==> config.mk <==
export PLATFORM = sky130hd
export DESIGN_NAME = nano_mem_arbiter
export DESIGN_NICKNAME = d
export VERILOG_FILES = /design/src/rtl/nano_mem_arbiter.sv
export SDC_FILE = /design/constraint.sdc
export NUM_CORES = 1
export LEC_CHECK = 0
export BUFFER_PORTS_ARGS = -buffer_cell sky130_fd_sc_hd__buf_2
export CAP_MARGIN = 25
export CORE_AREA = 2 2 112 136
export DETAILED_ROUTE_END_ITERATION = 10
export DIE_AREA = 0 0 114 138
export PLACE_DENSITY = 0.75
export SYNTH_ARGS = -nofsm -noshare
export SYNTH_HDL_FRONTEND = slang
export SYNTH_SLANG_ARGS = --single-unit
==> constraint.sdc <==
create_clock -name i_clk -period 2.2 [get_ports i_clk]
set_input_delay 0.44 -clock i_clk [delete_from_list [all_inputs] [get_ports i_clk]]
set_output_delay 0.44 -clock i_clk [all_outputs]
set_load 0.1 [all_outputs]
==> src/rtl/nano_mem_arbiter.sv <==
// Two-requester (IF / D) arbiter for one single-ported memory with a response watchdog.
// Define NANO_ARB_RR_EN for round-robin arbitration; otherwise D has fixed priority.
module nano_mem_arbiter #(
    parameter int ADDR_W  = 32,
    parameter int TIMEOUT = 16
) (
    input  logic              i_clk,
    input  logic              i_rst_n,
    input  logic              i_if_req,
    input  logic [ADDR_W-1:0] i_if_addr,
    output logic              o_if_ready,
    output logic              o_if_rvalid,
    output logic [31:0]       o_if_rdata,
    output logic              o_if_err,
    input  logic              i_d_req,
    input  logic [ADDR_W-1:0] i_d_addr,
    input  logic              i_d_we,
    input  logic [3:0]        i_d_be,
    input  logic [31:0]       i_d_wdata,
    output logic              o_d_ready,
    output logic              o_d_rvalid,
    output logic [31:0]       o_d_rdata,
    output logic              o_d_err,
    output logic              o_mem_req,
    output logic [ADDR_W-1:0] o_mem_addr,
    output logic              o_mem_we,
    output logic [3:0]        o_mem_be,
    output logic [31:0]       o_mem_wdata,
    input  logic              i_mem_gnt,
    input  logic              i_mem_rvalid,
    input  logic [31:0]       i_mem_rdata,
    output logic              o_busy
);

    localparam int WD_W = (TIMEOUT == 0) ? 1 : $clog2(TIMEOUT + 1);
    localparam logic [WD_W-1:0] WD_LAST = WD_W'((TIMEOUT == 0) ? 0 : TIMEOUT - 1);
    localparam logic [WD_W-1:0] WD_MAX  = '1;

    typedef enum logic [1:0] {S_IDLE, S_REQ, S_WAIT, S_RESP} state_t;

    state_t            r_state;
    logic              r_sel_d;
    logic [ADDR_W-1:0] r_addr;
    logic              r_we;
    logic [3:0]        r_be;
    logic [31:0]       r_wdata;
    logic [WD_W-1:0]   r_wd;
    logic              r_if_rvalid;
    logic [31:0]       r_if_rdata;
    logic              r_if_err;
    logic              r_d_rvalid;
    logic [31:0]       r_d_rdata;
    logic              r_d_err;

    logic              w_pick_d;
    logic              w_accept;
    logic              w_timeout;
    logic              w_resp_fire;
    logic              w_resp_err;
    logic [31:0]       w_resp_data;

`ifdef NANO_ARB_RR_EN
    logic r_last_d;

    // On contention, the requester that did not win last time goes first.
    assign w_pick_d = i_d_req & (~i_if_req | ~r_last_d);

    always_ff @(posedge i_clk or negedge i_rst_n) begin
        if (!i_rst_n) begin
            r_last_d <= 1'b0;
        end else if (w_accept) begin
            r_last_d <= w_pick_d;
        end
    end
`else
    assign w_pick_d = i_d_req;
`endif

    assign w_accept   = (r_state == S_IDLE) & (i_if_req | i_d_req);
    // Ready is gated by reset so every output reads 0 while reset is held.
    assign o_d_ready  = i_rst_n & (r_state == S_IDLE) & w_pick_d;
    assign o_if_ready = i_rst_n & (r_state == S_IDLE) & i_if_req & ~w_pick_d;

    assign w_timeout   = (TIMEOUT != 0) && (r_wd == WD_LAST);
    assign w_resp_fire = (r_state == S_WAIT) & (i_mem_rvalid | w_timeout);
    assign w_resp_err  = ~i_mem_rvalid;
    assign w_resp_data = (i_mem_rvalid & ~r_we) ? i_mem_rdata : 32'h0;

    always_ff @(posedge i_clk or negedge i_rst_n) begin
        if (!i_rst_n) begin
            r_state     <= S_IDLE;
            r_sel_d     <= 1'b0;
            r_addr      <= '0;
            r_we        <= 1'b0;
            r_be        <= 4'h0;
            r_wdata     <= 32'h0;
            r_wd        <= '0;
            r_if_rvalid <= 1'b0;
            r_if_rdata  <= 32'h0;
            r_if_err    <= 1'b0;
            r_d_rvalid  <= 1'b0;
            r_d_rdata   <= 32'h0;
            r_d_err     <= 1'b0;
        end else begin
            r_if_rvalid <= 1'b0;
            r_d_rvalid  <= 1'b0;
            case (r_state)
                S_IDLE: begin
                    if (w_accept) begin
                        r_sel_d <= w_pick_d;
                        if (w_pick_d) begin
                            r_addr  <= i_d_addr;
                            r_we    <= i_d_we;
                            r_be    <= i_d_be;
                            r_wdata <= i_d_wdata;
                        end else begin
                            r_addr  <= i_if_addr;
                            r_we    <= 1'b0;
                            r_be    <= 4'hF;
                            r_wdata <= 32'h0;
                        end
                        r_state <= S_REQ;
                    end
                end
                S_REQ: begin
                    if (i_mem_gnt) begin
                        r_wd    <= '0;
                        r_state <= S_WAIT;
                    end
                end
                S_WAIT: begin
                    if (w_resp_fire) begin
                        if (r_sel_d) begin
                            r_d_rvalid <= 1'b1;
                            r_d_rdata  <= w_resp_data;
                            r_d_err    <= w_resp_err;
                        end else begin
                            r_if_rvalid <= 1'b1;
                            r_if_rdata  <= w_resp_data;
                            r_if_err    <= w_resp_err;
                        end
                        r_state <= S_RESP;
                    end else if (r_wd != WD_MAX) begin
                        r_wd <= r_wd + 1'b1;
                    end
                end
                S_RESP: begin
                    r_state <= S_IDLE;
                end
                default: begin
                    r_state <= S_IDLE;
                end
            endcase
        end
    end

    assign o_mem_req   = (r_state == S_REQ);
    assign o_mem_addr  = r_addr;
    assign o_mem_we    = r_we;
    assign o_mem_be    = r_be;
    assign o_mem_wdata = r_wdata;
    assign o_busy      = (r_state != S_IDLE);

    assign o_if_rvalid = r_if_rvalid;
    assign o_if_rdata  = r_if_rdata;
    assign o_if_err    = r_if_err;
    assign o_d_rvalid  = r_d_rvalid;
    assign o_d_rdata   = r_d_rdata;
    assign o_d_err     = r_d_err;

endmodule

# == Word-level counts from Yosys, hierarchy flattened ==
# Index checks and enable logic that the tools add are counted.
# word_totals
output_inout_bits,141
input_bits,139
ff_bits,145
wordCells,64
# op_classes
n_eq_ne,10
reduce_logical,8
mux,19
addsub,1
bitwise,13
# op_table
cell,n
$mux 32,3
$mux 5,3
$pmux 5 s2,1
$reduce_and 3->1,3
$pmux 2 s4,1
$and 1x1->1,7
$mux 1,7
$mux 2,3
$ne 2x2->1 const B,3
$add 5x1->5 const B,1
$eq 5x4->1 const B,1
$ne 5x5->1 const B,1
$eq 2x2->1 const B,2
$mux 4,1
$ne 2x1->1 const B,2
$not 1->1,4
$reduce_and 4->1,1
$reduce_bool 2->1,2
$eq 2x1->1 const B,1
$logic_not 2->1,1
$or 1x1->1,2
$reduce_and 2->1,1

# == Longest topological paths before layout ==
# Gate-level depths: netlist of the first run.
# depth
depth_word,5
ltp_mapped,8
depth_no_buf,6

# == Worst setup path after synthesis of the first run ==
# No wires, ideal clock.
# synth_timing
path_kind,reg-to-output
from,register r_state[0]
to,output o_if_ready
required_time_ns,1.760
setup_slack_ns,-1.810
path_buffers,1
path_stages_with_launch,6
arrival_time_ns,3.570
cell_sequence,dfrtp_1 -> inv_1 -> ha_1 -> clkbuf_1 -> inv_1 -> nor3_1
# synth_between
elab_chain_len,4
# synth_rtl
item,line,rtl
"start, declared",41,state_t r_state;
"start signal, assigned",91,r_state <= S_IDLE;
"start signal, assigned",122,r_state <= S_REQ;
"start signal, assigned",128,r_state <= S_WAIT;
$logic_not 2->1,82,assign o_if_ready = i_rst_n & (r_state == S_IDLE) & i_if_req & ~w_pick_d;
$and 1x1->1 (3 in series),82,
"end, declared",11,"output logic o_if_ready,"
# Every way passes these cells.

# == Final worst setup path of the first run ==
# layout_timing
from,register r_wd[0]
to,register r_wd[2]
# layout_between
elab_chain_len,5
word_cells_on_any_way,11
cone_classes,1 x add/sub; 4 x eq/ne; 3 x mux; 2 x bitwise; 1 x reduce/logical
# layout_rtl
item,line,rtl
"start, declared",47,logic [WD_W-1:0] r_wd;
"start signal, assigned",144,r_wd <= r_wd + 1'b1;
"parallel branches: the longest is 5 deep, another holds $add 5x1->5",n/a,
# Several ways; the timed one is not identified. The select of a mux whose other input is x is not followed.
# A chain may end at the register's enable or synchronous reset.

==> flow_summary.yaml, run 1 <==
critical_path:
  worstPathMaxFanout: 4
  worstPathRequired_ps: 2540
  rr_startpoint: "r_wd[0]"
  cp_slowest_cell: "or4b_4"
  worstPathArrival_ps: 2480
  crit_family: "simple AND/OR/NAND/NOR gates"
  crit_path_frequent_cell: "or4b_4"
  start_kind: "register"
  cp_cell_sequence: "ha_1 > and3_1 > ha_2 > or4b_4 > or4b_4 > nand3_2"
  crit_buf_inv: 0
  r2r_cells: 6
  reg2reg_to: "r_wd[2]"
  r2r_slack_ps: 70
  crit_type: "register to register"
  end_kind: "register"
  cp_slowest_stage_delay_ps: 510
detailed_routing:
  vias: 5304
  dr.max_layer_used: "met4"
  met2_length_um: 8333
  vias_per_cell: 4.957
  dr.pass1.iters: 4
  wl_met1_um: 7030
  drtIter0Drc: 431
  routedWlPerCell_um: 15.90
  wl_met3_um: 1310
  postRouteWirelength_um: 17020
  drc_errors: 0
  ant_nets: 0
global_routing:
  grt_pass1_wl_um: 27170
  antenna_found_initial: 0
  first_global_vias: 5275
  grt_max_degree: 125
  overflow: 0
  grt.total_usage: 0.2206
place:
  dp_cells: 1037
  dp_hpwl_um: 12430
  postPlaceCellArea_um2: 7645
  gp_routability_congestion: 0.8299
  numPortBuffers: 279
final_layout:
  post-route-util: 0.5662
  nFillCells: 1353
  final-seq-area_um2: 3628
  nets: 1024
  antennaDiodeCount: 0
  multiInputGateArea_um2: 2191
  finalInstanceArea_um2: 8262
  fin_cells: 1070
  area_growth_pct: 38.57
  final_layout_size_suffix_gt1_frac: 0.3800
floorplanning:
  start_util: 0.4086
  die_y_um: 138
  ios: 280
  coreArea_um2: 14590
  die_w_um: 114
  num_rows: 49
  die_area_um2: 15730
timing:
  slew_headroom: 0.5633
  setup_viol: 0
  min_period_over_period: 0.9703
  rsz0062_at_grt: "false"
  drv_slew: 0
  min_period_ps: 2135
  finClkSkew_ps: 9.183
  tightest_slew_ps: 655.1
  max_freq_ghz: 0.4685
  holdWs_ps: 28.00
  finalHoldViolCount: 0
outcome:
  status: "completed"
synthesis:
  synth_cell_types: 28
  synth_fp_nets: 755
  syn_inst: 610
  ys_ff_latch: 145
  synth_area_um2: 5962
  yosys_warnings: 0
  synth_area_per_cell_um2: 9.774
  yosysSeqAreaShare: 0.6086
clock_tree:
  path_clk_slew_ps: 70
  clockBufferDepth: 2
  cts_root_buffer: "clkbuf_16"
  numCtsBuffers: 17
  clock_sinks: 145
  clkLatencyLatePin_ps: 420
  cts_hold_repair.buffers: 0
  htree_levels: 4
  cts_tree: "done"
min_path:
  hp-class: "input pin to asynchronous set/reset pin"
job:
  maxCapViolations: 0
==> per-stage QoR <==
step | setup TNS [ps] | setup slack [ps]
final | 0 | 65.44
after global routing | 0 | 5.617
after CTS | 0 | 40.07
after detailed placement | 0 | 47.03
after global placement | 0 | 87.38
after floorplan | -387.3 | -387.3
==> registers in the layout (all words and copies together), names as in the netlist <==
| signal | cells |
|---|---|
| o_mem_addr | 32 |
| o_d_rdata | 32 |
| o_if_rdata | 32 |
| r_sel_d | 1 |
| o_if_rvalid | 1 |
| o_d_err | 1 |
| r_state | 2 |
| o_mem_we | 1 |
| o_mem_be | 4 |
| o_d_rvalid | 1 |
| o_mem_wdata | 32 |
| o_if_err | 1 |
| r_wd | 5 |
==> repair_timing <==
item	in CTS	in global routing
pin swaps	0	1
gates resized for setup	1	4
cloned	0	0
buffers inserted	0	1
setup endpoints to repair	2	1
==> worst max path at each step <==
stage,from,to,slack (ps),cells past startpoint
floorplan,r_state[0],o_if_ready,-390,5
global placement,r_wd[0],r_wd[2],90,6
detailed placement,r_wd[0],r_wd[2],50,6
CTS,r_wd[0],r_wd[2],40,6
global route,r_wd[0],r_wd[2],6,6
finish,r_wd[0],r_wd[2],70,6
==> cells in the mapped netlist <==
cell | n | area share
nand2_1 | 172 | 0.11
dfrtp_1 | 145 | 0.61
o21ai_0 | 135 | 0.11
clkbuf_1 | 38 | 0.024
nand3_1 | 36 | 0.030
mux2i_1 | 35 | 0.059
inv_1 | 7 | 0.0044
ha_1 | 6 | 0.013
nor2b_1 | 6 | 0.0063
buf_2 | 4 | 0.0034
buf_1 | 3 | 0.0019
a21o_1 | 2 | 0.0025
and3_1 | 2 | 0.0021
nor2_1 | 2 | 0.0013
o211ai_1 | 2 | 0.0025
o21ai_1 | 2 | 0.0017
or4b_1 | 2 | 0.0034
a221oi_1 | 1 | 0.0015
a22o_1 | 1 | 0.0015
mux2_2 | 1 | 0.0019
nand2b_1 | 1 | 0.0010
nor3_1 | 1 | 0.00084
nor4b_1 | 1 | 0.0015
o311ai_0 | 1 | 0.0015
o32a_1 | 1 | 0.0017
or2_2 | 1 | 0.0010
or3_1 | 1 | 0.0010
or3b_2 | 1 | 0.0015
==> layout by cell type, fill, tap and decap left out, types with 2 or more instances in the layout <==
master	instances
a21o_1	2
clkinvlp_4	5
dfrtp_1	145
ha_1	4
buf_12	6
o211ai_1	2
inv_1	6
buf_4	13
mux2i_1	35
nand2_1	172
clkbuf_1	2
inv_6	6
nand3_1	35
clkbuf_16	17
o21ai_0	135
nor2b_1	5
bufinv_16	2
nor2_1	2
or4b_4	2
buf_2	275
==> final cells by class <==
class,count,share of cell area
Sequential cell,145,0.4392
Multi-Input combinational cell,413,0.2652
Timing Repair Buffer,295,0.1943
Clock buffer,19,0.05240
Tap cell,178,0.02696
Clock inverter,13,0.01832
Inverter,7,0.003635
==> layer usage <==
| layer | vias to the layer above | track usage |
|---|---|---|
| met5 | - | 0 |
| met4 | 0 | 0.07959 |
| met3 | 23 | 0.05875 |
| met2 | 226 | 0.3709 |
| met1 | 2461 | 0.2724 |
| li1 | 2594 | - |
==> cells by family (layout without fill, tap and decap cells) <==
kind of cell | Yosys count | after routing | share of synthesized area
AO/OA/AOI/OAI | 145 | 145 | 0.1261
AND/OR/NAND/NOR | 226 | 226 | 0.1584
flip-flops | 145 | 145 | 0.6086
multiplexers | 36 | 36 | 0.06065
adder cells (fa/ha/maj) | 6 | 6 | 0.01259
buffers and inverters | 52 | 334 | 0.03358
Power of run 1 is left out: the tool's default activity adds up to more than one toggle a clock period on the data nets, which glitch-free logic cannot reach.
==> run 2: changes to the inputs <==
Settings changed: ABC_AREA set to 1, CAP_MARGIN 25 to unset, CORE_AREA 2 2 112 136 to 2 2 113 137, DIE_AREA 0 0 114 138 to 0 0 115 139, PLACE_DENSITY 0.75 to 0.76, SKIP_CTS_REPAIR_TIMING set to 1.
==> run 2 against run 1 <==
Non-clock buffer count is 4 lower. Die area is 1.6% higher. Setup slack better by 40 ps. Sequential share of layout area is 0.56 points lower. First-iteration DRC count is 18% lower. Utilization is 0.25 points higher. Via count is 3.6% higher. Design area is 1.3% higher. Worst hold slack better by 150 ps. Synthesized cell count is 12% higher. Global-route usage is 0.066 points lower. Final cell count is 7.4% higher. Highest routed layer unchanged.
==> flow_summary.yaml, run 2 <==
outcome:
  status: "completed"
floorplanning:
  start_util: 0.4213
  die_area_um2: 15990
  num_rows: 49
  ios: 280
  die_y_um: 139
  coreArea_um2: 14710
  die_w_um: 115
clock_tree:
  path_clk_slew_ps: 70
  clkLatencyLatePin_ps: 420
  clockBufferDepth: 2
  cts_root_buffer: "clkbuf_16"
  cts_tree: "done"
  htree_levels: 4
  clock_sinks: 145
  numCtsBuffers: 17
job:
  maxCapViolations: 0
place:
  numPortBuffers: 279
  dp_hpwl_um: 12510
  postPlaceCellArea_um2: 7807
  gp_routability_congestion: 0.8218
synthesis:
  synth_area_leader_cell: "dfrtp_1"
  yosysSeqAreaShare: 0.5853
  syn_inst: 683
  synth_cell_types: 25
  synthFlopType: "dfrtp_1"
  ys_async_sr_fraction: 1.000
  synth_common_cells: "255 x nand2_1, 145 x dfrtp_1, 104 x nor2_1"
  synth_fp_nets: 828
  ys_ff_latch: 145
  yosys_warnings: 0
  synthMostInstantiatedCell: "nand2_1"
  synth_area_per_cell_um2: 9.077
  yosys.area.top_type_share: 0.5853
  synthTopCellsByArea: "dfrtp_1 59%, nand2_1 15%, nor2_1 6.3%, a22o_1 4.5%, o31ai_1 3.9%"
  synth_area_um2: 6200
  synth-edff-count: 0
final_layout:
  nets: 1103
  finalInstanceArea_um2: 8368
  antennaDiodeCount: 0
  final_common_cell: "buf_2"
  area_growth_pct: 34.97
  final-seq-area_um2: 3628
  layout_common_cells: "276 x buf_2, 255 x nand2_1, 145 x dfrtp_1"
  multiInputGateArea_um2: 2173
  final_layout_size_suffix_gt1_frac: 0.3481
  nFillCells: 1331
timing:
  min_period_ps: 2095
  min_period_over_period: 0.9522
  finalHoldViolCount: 0
  max_freq_ghz: 0.4774
  slew_headroom: 0.5022
  drv_slew: 0
  rsz0062_at_grt: "false"
  setup_viol: 0
  tightest_slew_ps: 746.7
  finClkSkew_ps: 10.38
global_routing:
  grt.total_usage: 0.2199
  antenna_found_initial: 0
  grt_max_degree: 146
  overflow: 0
  grt_pass1_wl_um: 27460
  first_global_vias: 5384
detailed_routing:
  vias: 5494
  drc_errors: 0
  vias_per_cell: 4.782
  ant_nets: 0
  drtIter0Drc: 355
  routedWlPerCell_um: 14.87
  postRouteWirelength_um: 17090
  dr.pass1.iters: 4
critical_path:
  worstPathArrival_ps: 1650
  worstPathMaxFanout: 5
  crit_type: "register to output port"
  start_kind: "register"
  end_kind: "output port"
  worstPathRequired_ps: 1760
min_path:
  hp-class: "input pin to asynchronous set/reset pin"
[run 2: worst paths after layout]
path	start	to	slack, ps	cells past startpoint
max	r_state[0]	o_if_ready	110	5
min	i_rst_n	o_mem_be[3]	170	2
max reg2reg	r_wd[0]	o_d_rdata[16]	300	9
min reg2reg	o_d_rdata[11]	o_d_rdata[11]	470	2
max in group asynchronous	i_rst_n	o_d_rdata[8]	1480	2
min in group i_clk	i_d_wdata[23]	o_mem_wdata[23]	240	2
[run 2: area by class of cell]
type,count,area share
timing repair buffer,291,0.1894
tap,178,0.02661
clock buffer,18,0.05248
multi-input combinational,452,0.2597
clock inverter,14,0.01450
sequential,145,0.4336
inverter,51,0.02362
[run 2: kinds of logic (layout without fill, tap and decap cells)]
family / Yosys count / count (layout) / synth area share
and+or+nand+nor: 369 / 369 / 0.2311
DFF: 145 / 145 / 0.5853
buffers and inverters: 86 / 374 / 0.07044
AOI/OAI and AO/OA: 77 / 77 / 0.1011
adders and majority gates: 6 / 6 / 0.01211
[run 2: metrics by stage]
| stage | hold WS (ps) | instances | util | TNS [ps] | worst slack [ps] |
|---|---|---|---|---|---|
| after floorplan | 144.4 | 683 | - | -772.4 | -495.4 |
| after global placement | 450.6 | 1117 | 0.5306 | 0 | 358.9 |
| after detailed placement | 453.6 | 1117 | 0.5306 | 0 | 312.4 |
| after CTS | 214.8 | 1149 | 0.5687 | 0 | 67.93 |
| after global routing | 237.0 | 1149 | 0.5687 | 0 | 10.39 |
| final | 173.6 | 1149 | 0.5687 | 0 | 105.2 |
[run 2: routing by layer]
metal | share of wire | vias to the layer above | routed length (µm) | track usage
li1 | - | 2708 | - | -
met1 | 0.41 | 2514 | 6995 | 0.2755
met2 | 0.48 | 234 | 8278 | 0.3523
met3 | 0.072 | 38 | 1226 | 0.05594
met4 | 0.035 | 0 | 590 | 0.1078
met5 | 0 | - | 0 | 0
[run 2: worst max-delay path, stage by stage (launching register included)]
cell and delay [ps]:
dfrtp_1 410, inv_2 90, ha_4 180, clkinvlp_4 140, nor4_4 200, buf_12 210
Power of run 2 is left out for the same reason.
==> run 3: changes to the inputs <==
Settings changed: REMOVE_ABC_BUFFERS set to 1.
==> run 3 against run 2 <==
Utilization is 0.28 points higher. Register-to-register slack got worse by 60 ps. First-iteration DRC count up 16%. Final cell count grew 0.78%. Clock-buffer cell count grew 3. Non-clock buffer count increased by 9. Routed wire length fell by 0.33%. Sequential share of layout area is 0.21 points lower. Design area rose by 0.49%. Sequential cell count did not move.
==> flow_summary.yaml, run 3 (same netlist as run 2, synthesis figures left out) <==
outcome:
  status: "completed"
timing:
  min_period_over_period: 0.9511
  rsz0062_at_grt: "false"
  slew_headroom: 0.4560
  finalHoldViolCount: 0
  finClkSkew_ps: 8.574
  max_freq_ghz: 0.4779
  holdWs_ps: 100.8
  tns_ps: 0
  setup_viol: 0
  min_period_ps: 2092
  tightest_slew_ps: 816.0
  drv_slew: 0
floorplanning:
  num_rows: 49
  ios: 280
  die_area_um2: 15990
  die_y_um: 139
  coreArea_um2: 14710
  start_util: 0.4213
  die_w_um: 115
clock_tree:
  htree_levels: 4
  cts_tree: "done"
  cts_root_buffer: "clkbuf_16"
  path_clk_slew_ps: 60
  clockBufferDepth: 2
  clock_sinks: 145
  clkLatencyLatePin_ps: 410
  numCtsBuffers: 17
global_routing:
  first_global_vias: 5372
  grt_max_degree: 146
  grt.total_usage: 0.2179
  grt_pass1_wl_um: 27280
  overflow: 0
  antenna_found_initial: 1
detailed_routing:
  dr.pass1.iters: 4
  vias_per_cell: 4.813
  drtIter0Drc: 411
  postRouteWirelength_um: 17030
  routedWlPerCell_um: 14.71
  vias: 5573
  drc_errors: 0
  ant_nets: 0
final_layout:
  nFillCells: 1323
  antennaDiodeCount: 0
  nets: 1112
  final-seq-area_um2: 3628
  area_growth_pct: 35.64
  final_layout_size_suffix_gt1_frac: 0.3480
  multiInputGateArea_um2: 2146
  final_common_cell: "buf_2"
  layout_common_cells: "276 x buf_2, 255 x nand2_1, 145 x dfrtp_1"
critical_path:
  worstPathArrival_ps: 1650
  end_kind: "output port"
  crit_type: "register to output port"
  worstPathRequired_ps: 1760
  start_kind: "register"
  worstPathMaxFanout: 3
min_path:
  hp-class: "input pin to asynchronous set/reset pin"
job:
  maxCapViolations: 0
place:
  dp_hpwl_um: 11840
  numPortBuffers: 279
  gp_routability_congestion: 0.8697
run 3: area by class of cell:
class	instances	area share
Inverter	51	0.02306
Multi-Input combinational cell	452	0.2552
Tap cell	178	0.02648
Timing Repair Buffer	300	0.1965
Sequential cell	145	0.4315
Clock buffer	21	0.05475
Clock inverter	11	0.01250
run 3: stage by stage:
stage | std cells | utilization | cell area, µm² | setup slack, ps
after detailed placement | 1124 | 0.5313 | 7818 | 252.0
after CTS | 1156 | 0.5697 | 8383 | -80.06
after global placement | 1124 | 0.5313 | 7818 | 247.0
after floorplan | 648 | - | 5957 | -2414
final | 1158 | 0.5715 | 8409 | 107.7
after global routing | 1158 | 0.5715 | 8409 | 15.00
run 3: worst max-delay path, stage by stage (launching register included):
cell and delay, ps:
dfrtp_1 370, inv_1 70, ha_1 220, inv_1 140, buf_2 450
run 3: per-layer routing:
metal,global-route usage,part of all wire
met3,0.06993,0.074
met4,0.07546,0.021
met2,0.3529,0.50
met1,0.2741,0.41
met5,0,0
run 3: worst paths after layout:
kind	start	end	slack, ps	cells after the start
max	r_state[0]	o_busy	110	4
min	i_rst_n	o_mem_be[0]	100	2
max reg2reg	r_wd[0]	o_d_rdata[5]	240	9
min reg2reg	o_d_rdata[28]	o_d_rdata[28]	460	2
max in group asynchronous	i_rst_n	o_mem_wdata[27]	1450	2
min in group i_clk	i_d_we	o_mem_we	240	3
Power of run 3 is left out for the same reason.
